`config.mk`:
```
export PLATFORM = sky130hd
export DESIGN_NAME = ysyx_22040365_rf_sched
export DESIGN_NICKNAME = d
export VERILOG_FILES = /design/src/rtl/ysyx_22040365_rf_pkg.sv /design/src/rtl/ysyx_22040365_rf_wb_arb.sv /design/src/rtl/ysyx_22040365_rf_sched.sv
export SDC_FILE = /design/constraint.sdc
export NUM_CORES = 1
export LEC_CHECK = 0
export CAP_MARGIN = 5
export CORE_AREA = 2 2 163 165
export CTS_BUF_LIST = sky130_fd_sc_hd__clkbuf_16
export DETAILED_ROUTE_END_ITERATION = 6
export DIE_AREA = 0 0 165 167
export PLACE_DENSITY = 0.6
export SLEW_MARGIN = 15
export SYNTH_ARGS = -nofsm -noshare
export SYNTH_HDL_FRONTEND = slang
export SYNTH_SLANG_ARGS = --single-unit
```
`constraint.sdc`:
```
create_clock -name clk -period 2.3 [get_ports clk]
set_clock_uncertainty 0.05 [all_clocks]
set_input_delay 0.345 -clock clk [delete_from_list [all_inputs] [get_ports clk]]
set_output_delay 0.345 -clock clk [all_outputs]
set_load 0.01 [all_outputs]
```
`src/rtl/ysyx_22040365_rf_pkg.sv`:
```
// Shared widths and read-FSM state encoding for the register-file access scheduler.
package ysyx_22040365_rf_pkg;

  localparam int XLEN = 64;
  localparam int AW   = 5;

  typedef enum logic [1:0] {
    IDLE = 2'd0,
    RD1  = 2'd1,
    RD2  = 2'd2,
    RESP = 2'd3
  } state_e;

endpackage

```
`src/rtl/ysyx_22040365_rf_wb_arb.sv`:
```
// Round-robin EXU/LSU writeback arbiter merging both sources onto the single
// register-file write port; x0 writes handshake but never assert the write enable.
module ysyx_22040365_rf_wb_arb
  import ysyx_22040365_rf_pkg::*;
(
  input  logic            clk,
  input  logic            rst_n,
  input  logic            i_exu_valid,
  input  logic [AW-1:0]   i_exu_addr,
  input  logic [XLEN-1:0] i_exu_data,
  output logic            o_exu_ready,
  input  logic            i_lsu_valid,
  input  logic [AW-1:0]   i_lsu_addr,
  input  logic [XLEN-1:0] i_lsu_data,
  output logic            o_lsu_ready,
  output logic            o_wen,
  output logic [AW-1:0]   o_waddr,
  output logic [XLEN-1:0] o_wdata
);

  logic r_prio_lsu;
  logic w_both;
  logic w_gnt_lsu;
  logic w_gnt_exu;

  assign w_both = i_exu_valid & i_lsu_valid;

  // Grant decode; the pointer only matters when both sources contend.
  always_comb begin
    w_gnt_lsu = 1'b0;
    w_gnt_exu = 1'b0;
    o_waddr   = {AW{1'b0}};
    o_wdata   = {XLEN{1'b0}};
    if (rst_n) begin
      w_gnt_lsu = i_lsu_valid & (~i_exu_valid | r_prio_lsu);
      w_gnt_exu = i_exu_valid & (~i_lsu_valid | ~r_prio_lsu);
    end else begin
      w_gnt_lsu = 1'b0;
      w_gnt_exu = 1'b0;
    end
    if (w_gnt_lsu) begin
      o_waddr = i_lsu_addr;
      o_wdata = i_lsu_data;
    end else if (w_gnt_exu) begin
      o_waddr = i_exu_addr;
      o_wdata = i_exu_data;
    end else begin
      o_waddr = {AW{1'b0}};
      o_wdata = {XLEN{1'b0}};
    end
  end

  assign o_lsu_ready = w_gnt_lsu;
  assign o_exu_ready = w_gnt_exu;
  assign o_wen       = (w_gnt_lsu | w_gnt_exu) & (o_waddr != {AW{1'b0}});

  // Last-grant pointer: flips only on contended grants, starts favouring LSU.
  always_ff @(posedge clk or negedge rst_n) begin
    if (!rst_n) begin
      r_prio_lsu <= 1'b1;
    end else if (w_both) begin
      r_prio_lsu <= ~r_prio_lsu;
    end
  end

endmodule

```
`src/rtl/ysyx_22040365_rf_sched.sv`:
```
// Register-file access scheduler: serialises rs1/rs2 onto one read port and
// arbitrates writebacks. Define YSYX_22040365_RF_BYPASS_EN to forward colliding writes.
module ysyx_22040365_rf_sched
  import ysyx_22040365_rf_pkg::*;
(
  input  logic            clk,
  input  logic            rst_n,
  input  logic            req_valid,
  output logic            req_ready,
  input  logic [AW-1:0]   req_rs1,
  input  logic [AW-1:0]   req_rs2,
  output logic            resp_valid,
  input  logic            resp_ready,
  output logic [XLEN-1:0] resp_src1,
  output logic [XLEN-1:0] resp_src2,
  input  logic            exu_wb_valid,
  output logic            exu_wb_ready,
  input  logic [AW-1:0]   exu_wb_addr,
  input  logic [XLEN-1:0] exu_wb_data,
  input  logic            lsu_wb_valid,
  output logic            lsu_wb_ready,
  input  logic [AW-1:0]   lsu_wb_addr,
  input  logic [XLEN-1:0] lsu_wb_data,
  output logic            rf_wen,
  output logic [AW-1:0]   rf_waddr,
  output logic [XLEN-1:0] rf_wdata,
  output logic            rf_ren_rs1,
  output logic [AW-1:0]   rf_raddr,
  input  logic [XLEN-1:0] rf_rdata
);

  state_e          r_state;
  state_e          w_state_nxt;
  logic [AW-1:0]   r_rs1;
  logic [AW-1:0]   r_rs2;
  logic [XLEN-1:0] r_src1;
  logic [XLEN-1:0] r_src2;
  logic            w_rd_active;
  logic [AW-1:0]   w_raddr;
  logic [XLEN-1:0] w_rdata;
  logic            w_collide;
  logic            w_hold;
  logic [XLEN-1:0] w_cap_data;

  ysyx_22040365_rf_wb_arb u_wb_arb (
    .clk         (clk),
    .rst_n       (rst_n),
    .i_exu_valid (exu_wb_valid),
    .i_exu_addr  (exu_wb_addr),
    .i_exu_data  (exu_wb_data),
    .o_exu_ready (exu_wb_ready),
    .i_lsu_valid (lsu_wb_valid),
    .i_lsu_addr  (lsu_wb_addr),
    .i_lsu_data  (lsu_wb_data),
    .o_lsu_ready (lsu_wb_ready),
    .o_wen       (rf_wen),
    .o_waddr     (rf_waddr),
    .o_wdata     (rf_wdata)
  );

  assign w_rd_active = (r_state == RD1) | (r_state == RD2);
  assign w_raddr     = (r_state == RD1) ? r_rs1 : ((r_state == RD2) ? r_rs2 : {AW{1'b0}});
  assign w_rdata     = (w_raddr == {AW{1'b0}}) ? {XLEN{1'b0}} : rf_rdata;
  assign w_collide   = w_rd_active & (w_raddr != {AW{1'b0}}) & rf_wen & (rf_waddr == w_raddr);

`ifdef YSYX_22040365_RF_BYPASS_EN
  assign w_cap_data = w_collide ? rf_wdata : w_rdata;
  assign w_hold     = 1'b0;
`else
  // Without forwarding, stall one cycle so the re-read sees the landed write.
  assign w_cap_data = w_rdata;
  assign w_hold     = w_collide;
`endif

  // Read-sequencer next-state decode.
  always_comb begin
    w_state_nxt = r_state;
    case (r_state)
      IDLE: begin
        if (req_valid) w_state_nxt = RD1;
        else           w_state_nxt = IDLE;
      end
      RD1: begin
        if (w_hold) w_state_nxt = RD1;
        else        w_state_nxt = RD2;
      end
      RD2: begin
        if (w_hold) w_state_nxt = RD2;
        else        w_state_nxt = RESP;
      end
      RESP: begin
        if (resp_ready) w_state_nxt = IDLE;
        else            w_state_nxt = RESP;
      end
      default: w_state_nxt = IDLE;
    endcase
  end

  // State register.
  always_ff @(posedge clk or negedge rst_n) begin
    if (!rst_n) begin
      r_state <= IDLE;
    end else begin
      r_state <= w_state_nxt;
    end
  end

  // Latched addresses and operand snapshots.
  always_ff @(posedge clk or negedge rst_n) begin
    if (!rst_n) begin
      r_rs1  <= {AW{1'b0}};
      r_rs2  <= {AW{1'b0}};
      r_src1 <= {XLEN{1'b0}};
      r_src2 <= {XLEN{1'b0}};
    end else begin
      if ((r_state == IDLE) && req_valid) begin
        r_rs1 <= req_rs1;
        r_rs2 <= req_rs2;
      end
      if ((r_state == RD1) && !w_hold) r_src1 <= w_cap_data;
      if ((r_state == RD2) && !w_hold) r_src2 <= w_cap_data;
    end
  end

  assign req_ready  = rst_n & (r_state == IDLE);
  assign resp_valid = rst_n & (r_state == RESP);
  assign resp_src1  = r_src1;
  assign resp_src2  = r_src2;
  assign rf_raddr   = w_raddr;
  assign rf_ren_rs1 = rst_n & w_rd_active & (w_raddr != {AW{1'b0}});

endmodule
```
### Yosys cells after proc, flatten, opt, wreduce, memory -nomap -nowiden

Cells that the tools add are included.

| storage, ports and cells | value |
|---|---|
| bits in registers | 141 |
| output and inout bits | 208 |

| cells by class | value |
|---|---|
| equal/unequal tests | 4 |
| mux-type cells | 14 |
| bitwise operators | 18 |
| reduce and logical (&&, ||, !) cells | 8 |

Operator list:

| cell | count |
|---|---|
| 64-bit two-way mux | 3 |
| 5-bit two-way mux | 4 |
| 1-bit AND | 11 |
| 5-bit nonzero test | 2 |
| 2-bit case mux with 4 select lines | 1 |
| 5-bit equality test | 1 |
| 5-bit zero test | 1 |
| 2-bit equality test (second input constant) | 2 |
| 1-bit two-way mux | 4 |
| 2-bit two-way mux | 2 |
| 1-bit bitwise OR | 4 |
| 1-bit logical AND | 3 |
| 1-bit inverter | 3 |
| 2-bit by 1-bit equality test with 1-bit output (second input constant) | 1 |
| 2-bit zero test | 1 |
| 1-bit zero test | 1 |

### Depth between registers and ports, before layout

Gate-level depths: netlist of the first run.

| depth | value |
|---|---|
| depth in word-level cells | 12 |
| gate-level depth with buffers | 11 |
| mapped depth without buffers | 8 |

### Hierarchy

A second synthesis of the first run with hierarchy kept.

| unflattened totals | value |
|---|---|
| cells, all modules | 477 |
| area, all modules | 6242.2 um2 |

Modules (own cells, without submodules):

| module | instances | cells each | area each (um2) | seq. area each (um2) |
|---|---|---|---|---|
| ysyx_22040365_rf_sched | 1 | 373 | 5422.7 | 3503.4 |
| ysyx_22040365_rf_wb_arb | 1 | 104 | 819.5 | 26.3 |

### Worst setup path before layout of the first run

No wires, ideal clock.

| path | value |
|---|---|
| path type | reg2reg |
| start | register r_state[0] |
| end | register r_state[0] |
| setup time | 138 ps |
| data arrival time | 2320 ps |
| required time | 2112 ps |
| slack | -208 ps |
| cell stages (with the launch flop) | 11 |
| buffers on the path | 2 |
| period minus slack after synthesis | 2508 ps |
| path through | dfrtp_1 > inv_1 > ha_1 > and2b_1 > a22o_1 > a21boi_1 > or2_1 > o41ai_2 > buf_4 > buf_4 > a41oi_1 |

| between the ends | value |
|---|---|
| cells in the longest elaborated chain, start to end | 9 |
| elaborated cells between the ends (all ways) | 15 |
| those cells by class | eq/ne (4); mux (5); bitwise (4); reduce/logical (2) |

RTL lines:

| element | RTL line | source |
|---|---|---|
| start, declared | ysyx_22040365_rf_sched.sv:32 | `state_e r_state;` |
| start signal, assigned | ysyx_22040365_rf_sched.sv:104 | `r_state <= w_state_nxt;` |
| 2-bit equality test | ysyx_22040365_rf_sched.sv:62 | `assign w_raddr = (r_state == RD1) ? r_rs1 : ((r_state == RD2) ? r_rs2 : {AW{1'b0}});` |
| 5-bit two-way mux | ysyx_22040365_rf_sched.sv:62 |  |
| 5-bit two-way mux (*) | ysyx_22040365_rf_sched.sv:62 |  |
| net rf_raddr[3] | ysyx_22040365_rf_sched.sv:28 | `output logic [AW-1:0] rf_raddr,` |
| 5-bit nonzero test | ysyx_22040365_rf_sched.sv:64 | `assign w_collide = w_rd_active & (w_raddr != {AW{1'b0}}) & rf_wen & (rf_waddr == w_raddr);` |
| 1-bit AND (2 in series) | ysyx_22040365_rf_sched.sv:64 |  |
| 1-bit AND (*) | ysyx_22040365_rf_sched.sv:64 |  |
| 1-bit two-way mux / 2-bit two-way mux (equally long branches) | ysyx_22040365_rf_sched.sv:88, ysyx_22040365_rf_sched.sv:84 |  |
| 2-bit case mux with 4 select lines (*) | ysyx_22040365_rf_sched.sv:78 | `case (r_state)` |
| net w_state_nxt[0] | ysyx_22040365_rf_sched.sv:33 | `state_e w_state_nxt;` |

Mark *: on every way through the listed nets, which the timed path passes. The rest lies on a longest branch.
A chain may end at the register's enable or synchronous reset.

### Worst setup path in the final report of the first run

| path | value |
|---|---|
| start | register r_state[1] |
| end | register r_src1[19], in the netlist resp_src1[19] |

| between the ends | value |
|---|---|
| cells in the longest elaborated chain, start to end | 9 |
| elaborated cells between the ends (all ways) | 14 |
| those cells by class | eq/ne (3); mux (3); bitwise (4); reduce/logical (4) |

RTL lines:

| element | RTL line | source |
|---|---|---|
| 2-bit equality test | ysyx_22040365_rf_sched.sv:61, ysyx_22040365_rf_sched.sv:62 |  |
| 5-bit two-way mux (2 in series) | ysyx_22040365_rf_sched.sv:62 |  |
| 5-bit nonzero test | ysyx_22040365_rf_sched.sv:64 |  |
| 1-bit AND (3 in series) | ysyx_22040365_rf_sched.sv:64 |  |
| 1-bit zero test | ysyx_22040365_rf_sched.sv:120 | `if ((r_state == RD1) && !w_hold) r_src1 <= w_cap_data;` |
| 1-bit logical AND | ysyx_22040365_rf_sched.sv:120 |  |
| end signal, assigned | ysyx_22040365_rf_sched.sv:113 | `r_src1 <= {XLEN{1'b0}};` |
| end signal, assigned | ysyx_22040365_rf_sched.sv:120 |  |
| end, declared | ysyx_22040365_rf_sched.sv:36 | `logic [XLEN-1:0] r_src1;` |

Parallel ways exist; a longest one is shown, timed or not.

==> results of run 1 <==
[metrics by stage]
step	utilization	instance area [sq um]	hold WS [ns]	std cells
global placement	0.439	11300	0.309	1247
global route	0.500	12900	0.174	1327
finish	0.500	12900	0.107	1327
detailed placement	0.439	11300	0.305	1247
CTS	0.483	12400	0.112	1310
floorplan	-	6160	-0.000591	461
[final cells by class]
class	count	area (sq um)	area share
Timing Repair Buffer	541	5660	0.440
Sequential cell	141	3530	0.274
Multi-Input combinational cell	269	2620	0.203
Clock buffer	17	425	0.0330
Tap cell	335	419	0.0325
Clock inverter	15	190	0.0148
Inverter	9	33.8	0.00262
[worst max-delay path, stage by stage, from the launching register on]
cell	delay, ns
dfrtp_1	0.43
inv_2	0.10
ha_4	0.13
and2b_2	0.25
a22o_4	0.23
o21bai_4	0.17
a221o_1	0.44
o41ai_4	0.30
buf_6	0.23
clkbuf_16	0.17
a22o_1	0.13
[flip-flops by register name, indices dropped and copies added (netlist names)]
| signal | flops |
|---|---|
| r_rs1 | 5 |
| r_rs2 | 5 |
| r_state | 2 |
| resp_src1 | 64 |
| resp_src2 | 64 |
| u_wb_arb.r_prio_lsu | 1 |
[routing by layer]
| layer | global-route usage | share of wire | wire (um) |
|---|---|---|---|
| met5 | 0 | 0.00040 | 13 |
| met4 | 0.0794 | 0.034 | 1110 |
| met1 | 0.245 | 0.36 | 11600 |
| met3 | 0.0653 | 0.083 | 2690 |
| met2 | 0.402 | 0.52 | 16900 |
[cell families after synthesis]
kind of cell | after synthesis | share of synthesized area
DFF | 141 | 0.581
muxes | 10 | 0.0185
adders and majority gates | 5 | 0.0103
buffers and inverters | 51 | 0.0395
xor gates and xnor gates | 3 | 0.00432
AOI/OAI and AO/OA | 218 | 0.316
and+or+nand+nor | 33 | 0.0309
[timing repair]
action	CTS	global route
pin swaps	65	78
endpoints found under the hold margin	20	0
setup endpoints to repair	208	209
gates resized for setup	360	56
setup buffers	24	12
cloned	6	8
hold buffers	1	0
[cell usage in the layout, fill, tap and decap left out, types with 2 or more instances in the layout]
master           synthesis  layout
ha_1                     5       3
bufinv_16                0       2
buf_16                   0       5
o41ai_4                  0       2
nand2_1                  9       7
buf_12                   0      18
nand3_1                  2       2
inv_6                    0       5
a32o_2                   0       2
buf_4                   12      41
nor2_1                   4       4
ha_4                     0       2
dlymetal6s2s_1           0       4
buf_8                    0       5
inv_1                    9       7
a22o_4                   0      17
dfrtp_1                140     139
and2_4                   0       2
inv_8                    0       5
o41ai_1                  2       2
clkbuf_16                0      23
dlygate4sd2_1            0       4
and2_1                   4       2
buf_2                    3      29
inv_2                    0       2
mux2_2                  10      10
xnor2_1                  2       2
a31oi_4                  0       3
buf_6                    0      84
a22o_1                 196     179
clkdlybuf4s50_1          0     343
[report_power, final]
group / internal (mW) / switching (mW) / total [mW]
Combinational: 4.36 / 3.23 / 7.59
Sequential: 3.34 / 0.518 / 3.85
Clock: 1.66 / 1.25 / 2.91
[path summary, 6_finish.rpt]
check                                 endpoint  depth (start not counted)  slack [ns]           from
max                              resp_src1[19]                         10       -0.38     r_state[1]
min                              resp_src1[20]                          2        0.11          rst_n
max reg2reg                      resp_src1[19]                         10       -0.38     r_state[1]
min reg2reg                      resp_src1[53]                          1        0.46  resp_src1[53]
max in group asynchronous        resp_src2[54]                          3        0.79          rst_n
min in group clk           u_wb_arb.r_prio_lsu                          3        0.32   exu_wb_valid
==> results.tsv, run 1 <==
stage	metric	value	unit
outcome	status	finished, violations left	
outcome	failing checks	setup timing	
synthesis	Main synth FF type	dfrtp_1	
routing	via count	6468	
critical_path	Req. time, crit path	2.61	ns
floorplanning	core footprint	25800	sq um
floorplanning	FP Rows	59	
sta	endpoints failing hold	0	
cells_and_area	layout cell share with drive strength beyond 1	0.277	
clock_network	Clock Latency Late Sink	0.42	ns
pwr	Final Power	14.4	mW
sta	fin crit share	1.16	
synthesis	syn_area_per_cell	13.2	sq um
global_routing	first-pass GRT wire length	44600	um
synthesis	Post-synth EDFFs	0	
pwr	Leak Pwr	5.84	nW
routing	DR pass1 iterations	4	
place	dpl ws	-0.618	ns
sta	final setup fails	200	
floorplanning	die area	27600	sq um
clock_network	CTS max path bufs	2	
critical_path	Setup CP Type	reg -> reg	
synthesis	Net Count, Synth	684	
synthesis	Yosys top cell by area	dfrtp_1	
critical_path	Critical Path Start Type	flip-flop	
routing	Initial DRC Count	290	
min_path	Hold WC Path Type	in -> async	
synthesis	post-synthesis cell type count	42	
clock_network	CTS tree	done	
global_routing	vias in the first global route	6688	
floorplanning	die height	167	um
pwr	power density over cell area	1110	nW/um^2
place	DP HPWL	24000	um
synthesis	top cell type's share of synthesized area	0.576	
critical_path	CP Max Fanout	7	
synthesis	#FFs+latches synth	141	
synthesis	yosys warns	0	
job	Max Cap Viol	0	
routing	DRC Markers	0	
floorplanning	Initial Utilization	0.236	
global_routing	GRT Overall Usage	0.223	
place	I/O Buffers	425	
cells_and_area	antenna cells	0	
cells_and_area	# nets final	1202	
critical_path	crit path DAT	2.98	ns
floorplanning	IO Pins	426	
cells_and_area	Area Overhead vs Synth	112	%
clock_network	clk sinks	141	
routing	Total Wirelength	32400	um
routing	Vias/cell	4.87	
sta	Max Transition Viols Final	0	
pwr	Max VDD drop	0.556	mV
sta	FMAX	374	MHz
cells_and_area	Fillers	2331	
sta	slew margin rel.	0.460	
synthesis	top-count cell post-synth	a22o_1	
place	Placer Congestion	0.864	
synthesis	Post-Synthesis Cells	461	
global_routing	grt ovf	0	
sta	Setup WS post-layout	-0.375	ns
clock_network	CTS Buf Count	17	
sta	crit path time final	2.68	ns
critical_path	CP endpoint kind	flip-flop	
clock_network	CTS H-tree depth	4	
global_routing	antenna violations before repair	2	
synthesis	sequential fraction of the synthesis area	0.581	
floorplanning	Die W	165	um
routing	WL/cell	24.4	um
synthesis	synthesized cell area	6080	sq um
routing	Detail Route Antenna Nets	0	
clock_network	clk root buf	clkbuf_16	
clock_network	Clock transition at path regs	0.07	ns
global_routing	largest net degree at the start of global routing	67	
sta	Slew @ Worst Pin	0.811	ns
sta	setup_tns	-55.35	ns
sta	RSZ-0062 raised after global routing	yes	
synthesis	top post-synthesis cells by area	dfrtp_1, a22o_1, mux2_2, buf_4, clkbuf_1	
synthesis	most instantiated cells after synthesis	a22o_1, dfrtp_1, clkbuf_1, buf_4, mux2_2	
synthesis	Async S/R FF share, synth	1.00	
No activity file was read; power rests on OpenSTA's default activity.
==> run 2, diff against run 1 <==
--- a/config.mk
+++ b/config.mk
@@ -6,11 +6,11 @@
 export NUM_CORES = 1
 export LEC_CHECK = 0
 export CAP_MARGIN = 5
-export CORE_AREA = 2 2 163 165
+export CORE_AREA = 2 2 166 168
 export CTS_BUF_LIST = sky130_fd_sc_hd__clkbuf_16
 export DETAILED_ROUTE_END_ITERATION = 6
-export DIE_AREA = 0 0 165 167
-export PLACE_DENSITY = 0.6
+export DIE_AREA = 0 0 168 170
+export PLACE_DENSITY = 0.56
 export SLEW_MARGIN = 15
 export SYNTH_ARGS = -nofsm -noshare
 export SYNTH_HDL_FRONTEND = slang
==> constraint.sdc (replaced) <==
create_clock -name clk -period 2.59 [get_ports clk]
set_clock_uncertainty 0.05 [all_clocks]
set_input_delay 0.3885 -clock clk [delete_from_list [all_inputs] [get_ports clk]]
set_output_delay 0.3885 -clock clk [all_outputs]
set_load 0.01 [all_outputs]
==> run 2 against run 1 <==
Net effect: the run still ends with setup timing left; total power shrank 11%; first-iteration DRC count shrank 3.4%; sequential power shrank 12%; fmax shrank 2.8%; worst setup slack gained 0.21 ns; final area shrank 3.9%; count of clock-buffer cells in the layout is the same; core utilization shrank 3.6 points; non-clock buffer count shrank 27; sequential share of layout area grew 1.1 points; combinational power shrank 9.6%; cell count shrank 1.6%; critical path type unchanged; critical endpoint is now resp_src1[35]; largest cell class unchanged; largest power group unchanged.
==> results.tsv, run 2 (synthesis gave the netlist of run 1 again) <==
stage	metric	value	unit
clock_network	CTS tree	done	
pwr	Max VDD drop	0.543	mV
clock_network	clk root buf	clkbuf_16	
routing	Detail Route Antenna Nets	0	
clock_network	CTS max path bufs	2	
global_routing	vias in the first global route	6653	
critical_path	CP Cell Sequence	inv_2, ha_4, and2b_2, a22o_1, o21bai_4, a221o_2, o41ai_4, buf_4, buf_12, clkbuf_16, a22o_1	
critical_path	CP dominant cell by count	a22o_1	
clock_network	Clock Latency Late Sink	0.41	ns
global_routing	GRT busiest layer	met2	
outcome	status	finished, violations left	
critical_path	slowest stage delay, CP	0.44	ns
critical_path	CP top delay family	compound AO/OA/AOI/OAI gates	
clock_network	clk sinks	141	
global_routing	met1 Track Usage GR	0.250	
routing	Vias/cell	4.81	
pwr	Leak Pwr	5.58	nW
place	Placer Congestion	0.876	
pwr	Switch Pwr	4.49	mW
cells_and_area	utilization after layout	0.464	
outcome	failing checks	setup timing	
routing	DRC Markers	0	
pwr	Switching Fraction	0.353	
floorplanning	core footprint	26700	sq um
floorplanning	IO Pins	426	
global_routing	largest net degree at the start of global routing	125	
sta	crit path time final	2.75	ns
pwr	Seq pwr share	0.267	
global_routing	first-pass GRT wire length	45400	um
critical_path	CP Max Fanout	6	
sta	WHS	0.227	ns
critical_path	crit path DAT	3.06	ns
job	Max Cap Viol	0	
sta	final setup fails	130	
min_path	Hold WC Path Type	in -> async	
global_routing	grt ovf	0	
cells_and_area	Area Overhead vs Synth	104	%
floorplanning	die height	170	um
cells_and_area	most common cell after layout, fill and taps aside	clkdlybuf4s50_1	
routing	via count	6279	
floorplanning	die area	28600	sq um
clock_network	CTS H-tree depth	4	
routing	Initial DRC Count	280	
pwr	logic gate share of total power	0.539	
pwr	Clock Power Share	0.193	
sta	FMAX	363	MHz
sta	fin crit share	1.06	
sta	Slew @ Worst Pin	0.742	ns
sta	Setup WS post-layout	-0.163	ns
cells_and_area	antenna cells	0	
global_routing	met3 Usage GRT	0.0626	
critical_path	Critical-path top delay cell	dfrtp_1	
cells_and_area	layout cell share with drive strength beyond 1	0.191	
sta	slew margin rel.	0.505	
clock_network	CTS Buf Count	17	
sta	Max Transition Viols Final	0	
place	dpl ws	-0.430	ns
critical_path	crit path buf inv count	4	
critical_path	CP endpoint kind	flip-flop	
cells_and_area	non-filler cells, final	1306	
floorplanning	FP Rows	60	
global_routing	GRT met2 Usage	0.383	
sta	RSZ-0062 raised after global routing	yes	
sta	endpoints failing hold	0	
critical_path	Critical Path Start Type	flip-flop	
critical_path	Setup CP Type	reg -> reg	
global_routing	GRT Overall Usage	0.216	
routing	WL/cell	24.7	um
global_routing	antenna violations before repair	1	
routing	Total Wirelength	32300	um
floorplanning	Initial Utilization	0.228	
pwr	Final Power	12.7	mW
cells_and_area	# nets final	1175	
pwr	Internal	8.22	mW
place	I/O Buffers	425	
clock_network	Clock transition at path regs	0.07	ns
cells_and_area	commonest non-fill, non-tap cells in the layout	clkdlybuf4s50_1, a22o_1, dfrtp_1	
place	DP HPWL	23700	um
place	placed insts	1250	
floorplanning	Die W	168	um
critical_path	Req. time, crit path	2.89	ns
routing	DR pass1 iterations	4	
pwr	power density over cell area	1030	nW/um^2
==> run 2: worst register-to-register path: stages (launching register included) <==
cell and delay (ns):
dfrtp_1 0.44, inv_2 0.08, ha_4 0.16, and2b_2 0.22
a22o_1 0.23, o21bai_4 0.19, a221o_2 0.42, o41ai_4 0.28
buf_4 0.19, buf_12 0.14, clkbuf_16 0.16, a22o_1 0.15
==> run 2: stage by stage <==
step | TNS [ns] | instance area, sq um
after CTS | -12.81 | 12100
after global placement | -56.15 | 11300
final | -11.81 | 12400
after floorplan | 0 | 6080
after detailed placement | -61.94 | 11300
after global routing | -26.44 | 12400
==> run 2: routing by layer <==
metal	wire length (um)	part of all wire	vias to the layer above
met4	874	0.027	0
met1	12700	0.39	3160
met2	16400	0.51	277
li1	-	-	2816
met5	0	0	-
met3	2420	0.075	26
==> run 2: area by class of cell <==
type / count / area, sq um
Fill cell: 2477 / 14300
Timing Repair Buffer: 514 / 5310
Sequential cell: 141 / 3530
Multi-Input combinational cell: 269 / 2490
Tap cell: 341 / 427
Clock buffer: 17 / 425
Clock inverter: 15 / 160
Inverter: 9 / 33.8
==> run 2: final timing paths <==
kind,slack (ns),cells past startpoint,startpoint,endpoint
hold / removal,0.23,2,rst_n,u_wb_arb.r_prio_lsu
setup reg to reg,-0.16,11,r_state[0],resp_src1[35]
max in group asynchronous,1.31,4,rst_n,resp_src1[46]
min in group clk,0.26,3,exu_wb_valid,u_wb_arb.r_prio_lsu
setup / recovery,-0.16,11,r_state[0],resp_src1[35]
hold reg to reg,0.45,1,resp_src1[39],resp_src1[39]
==> run 2: power by group through the flow <==
stage | clock network [mW] | logic (mW) | registers (mW)
global placement | 0 | 6.01 | 3.42
detailed placement | 0 | 6.05 | 3.40
floorplan | 0 | 2.26 | 3.65
finish | 2.45 | 6.86 | 3.40
global route | 2.62 | 7.25 | 3.48
CTS | 2.52 | 6.47 | 3.39
==> run 2: repair_timing <==
item,in CTS,in global routing
cloned,3,8
endpoints found under the setup margin,199,163
hold endpoints to repair,17,0
hold buffers,1,0
gates resized for setup,143,47
buffers inserted,8,5
pin swaps,22,81
==> run 3, diff against run 2 <==
--- a/config.mk
+++ b/config.mk
@@ -5,11 +5,12 @@
 export SDC_FILE = /design/constraint.sdc
 export NUM_CORES = 1
 export LEC_CHECK = 0
-export CAP_MARGIN = 5
+export CAP_MARGIN = 10
 export CORE_AREA = 2 2 166 168
 export CTS_BUF_LIST = sky130_fd_sc_hd__clkbuf_16
 export DETAILED_ROUTE_END_ITERATION = 6
 export DIE_AREA = 0 0 168 170
+export MAX_ROUTING_LAYER = met4
 export PLACE_DENSITY = 0.56
 export SLEW_MARGIN = 15
 export SYNTH_ARGS = -nofsm -noshare
==> run 3 against run 2 <==
Net effect: the flow still finishes with violations (setup timing); worst setup slack worse by 0.0030 ns; critical path depth unchanged; wire length grew 0.55%; cell count grew 0.31%; fmax down 0.11%; non-clock buffer count increased by 4; register-to-register slack barely moved.
==> results.tsv, run 3 (synthesis gave the netlist of run 1 again) <==
stage	metric	value	unit
clock_network	CTS tree	done	
routing	via count	6310	
sta	RSZ-0062 raised after global routing	yes	
place	placed insts	1250	
global_routing	antenna violations before repair	1	
global_routing	GRT Overall Usage	0.222	
place	DP HPWL	23700	um
routing	Total Wirelength	32500	um
cells_and_area	most common cell after layout, fill and taps aside	clkdlybuf4s50_1	
place	I/O Buffers	425	
cells_and_area	design area	12400	sq um
sta	slew margin rel.	0.507	
floorplanning	die area	28600	sq um
sta	final setup fails	130	
routing	DR top layer	met4	
sta	Max Transition Viols Final	0	
routing	met3 wire len	2290	um
floorplanning	core footprint	26700	sq um
global_routing	vias in the first global route	6682	
critical_path	CP endpoint kind	flip-flop	
pwr	Final Power	12.8	mW
routing	Vias/cell	4.82	
clock_network	CTS max path bufs	2	
cells_and_area	non-filler cells, final	1310	
floorplanning	die height	170	um
outcome	status	finished, violations left	
clock_network	clk root buf	clkbuf_16	
floorplanning	FP Rows	60	
routing	Initial DRC Count	289	
routing	WL/cell	24.8	um
cells_and_area	antenna cells	0	
place	dpl ws	-0.430	ns
critical_path	Req. time, crit path	2.89	ns
pwr	Leak Pwr	5.61	nW
floorplanning	Die W	168	um
critical_path	Setup CP Type	reg -> reg	
floorplanning	IO Pins	426	
routing	Detail Route Antenna Nets	0	
sta	endpoints failing hold	0	
sta	fin crit share	1.06	
routing	DRC Markers	0	
sta	FMAX	363	MHz
pwr	power density over cell area	1030	nW/um^2
sta	Slew @ Worst Pin	0.740	ns
cells_and_area	Area Overhead vs Synth	105	%
job	Max Cap Viol	0	
clock_network	Clock Latency Late Sink	0.41	ns
pwr	Max VDD drop	0.546	mV
cells_and_area	commonest non-fill, non-tap cells in the layout	clkdlybuf4s50_1, a22o_1, dfrtp_1	
clock_network	clk sinks	141	
cells_and_area	# nets final	1179	
min_path	Hold WC Path Type	in -> async	
sta	Setup WS post-layout	-0.166	ns
place	Placer Congestion	0.890	
clock_network	CTS H-tree depth	4	
place	dpl cell area	11300	sq um
sta	setup_tns	-14.36	ns
global_routing	largest net degree at the start of global routing	125	
sta	crit path time final	2.76	ns
critical_path	Critical Path Start Type	flip-flop	
cells_and_area	layout cell share with drive strength beyond 1	0.196	
global_routing	grt ovf	0	
outcome	failing checks	setup timing	
critical_path	CP Max Fanout	6	
routing	WL met1	12800	um
floorplanning	Initial Utilization	0.228	
routing	Detail Route met2 WL	16500	um
global_routing	first-pass GRT wire length	45200	um
clock_network	Clock transition at path regs	0.07	ns
clock_network	CTS Buf Count	17	
critical_path	crit path DAT	3.06	ns
routing	DR pass1 iterations	4	
## run 3: path summary, 6_finish.rpt
kind,start,to,slack [ns],cells past startpoint
max,r_state[0],resp_src1[35],-0.17,11
min,rst_n,u_wb_arb.r_prio_lsu,0.22,2
max reg2reg,r_state[0],resp_src1[35],-0.17,11
min reg2reg,resp_src1[39],resp_src1[39],0.45,1
max in group asynchronous,rst_n,resp_src2[58],1.31,4
min in group clk,exu_wb_valid,u_wb_arb.r_prio_lsu,0.25,3
## run 3: timing repair
item,in CTS,in global routing
gates resized for setup,143,51
gates cloned,3,10
hold endpoints to repair,17,0
hold buffers,1,0
endpoints found under the setup margin,199,163
setup buffers,8,8
pin swaps,22,68
## run 3: area by class of cell
| class | count | area, sq um |
|---|---|---|
| fill | 2471 | 14200 |
| timing repair buffer | 518 | 5360 |
| sequential | 141 | 3530 |
| multi-input combinational | 269 | 2500 |
| tap | 341 | 427 |
| clock buffer | 17 | 425 |
| clock inverter | 15 | 160 |
| inverter | 9 | 33.8 |
## run 3: worst max-delay path: stages, from the launching register on
cell       delay, ns
dfrtp_1         0.44
inv_2           0.09
ha_4            0.16
and2b_2         0.21
a22o_1          0.23
o21bai_4        0.18
a221o_2         0.42
o41ai_4         0.27
buf_4           0.19
buf_12          0.14
clkbuf_16       0.15
a22o_1          0.15
## run 3: metrics by stage
step | utilization | hold slack, ns
global route | 0.467 | 0.227
floorplan | - | 0.0429
CTS | 0.455 | 0.459
detailed placement | 0.425 | 0.339
global placement | 0.425 | 0.337
finish | 0.467 | 0.223
## run 3: per-layer routing
layer / global-route usage / vias to the layer above
li1: - / 2824
met1: 0.256 / 3185
met2: 0.382 / 275
met3: 0.0547 / 26
met4: 0.0715 / 0
met5: - / -
## run 3: where the power goes
part           switching [mW]  internal [mW]
Sequential              0.438           2.96
Combinational            3.00           3.98
Clock                    1.09           1.36
Total                    4.53           8.31
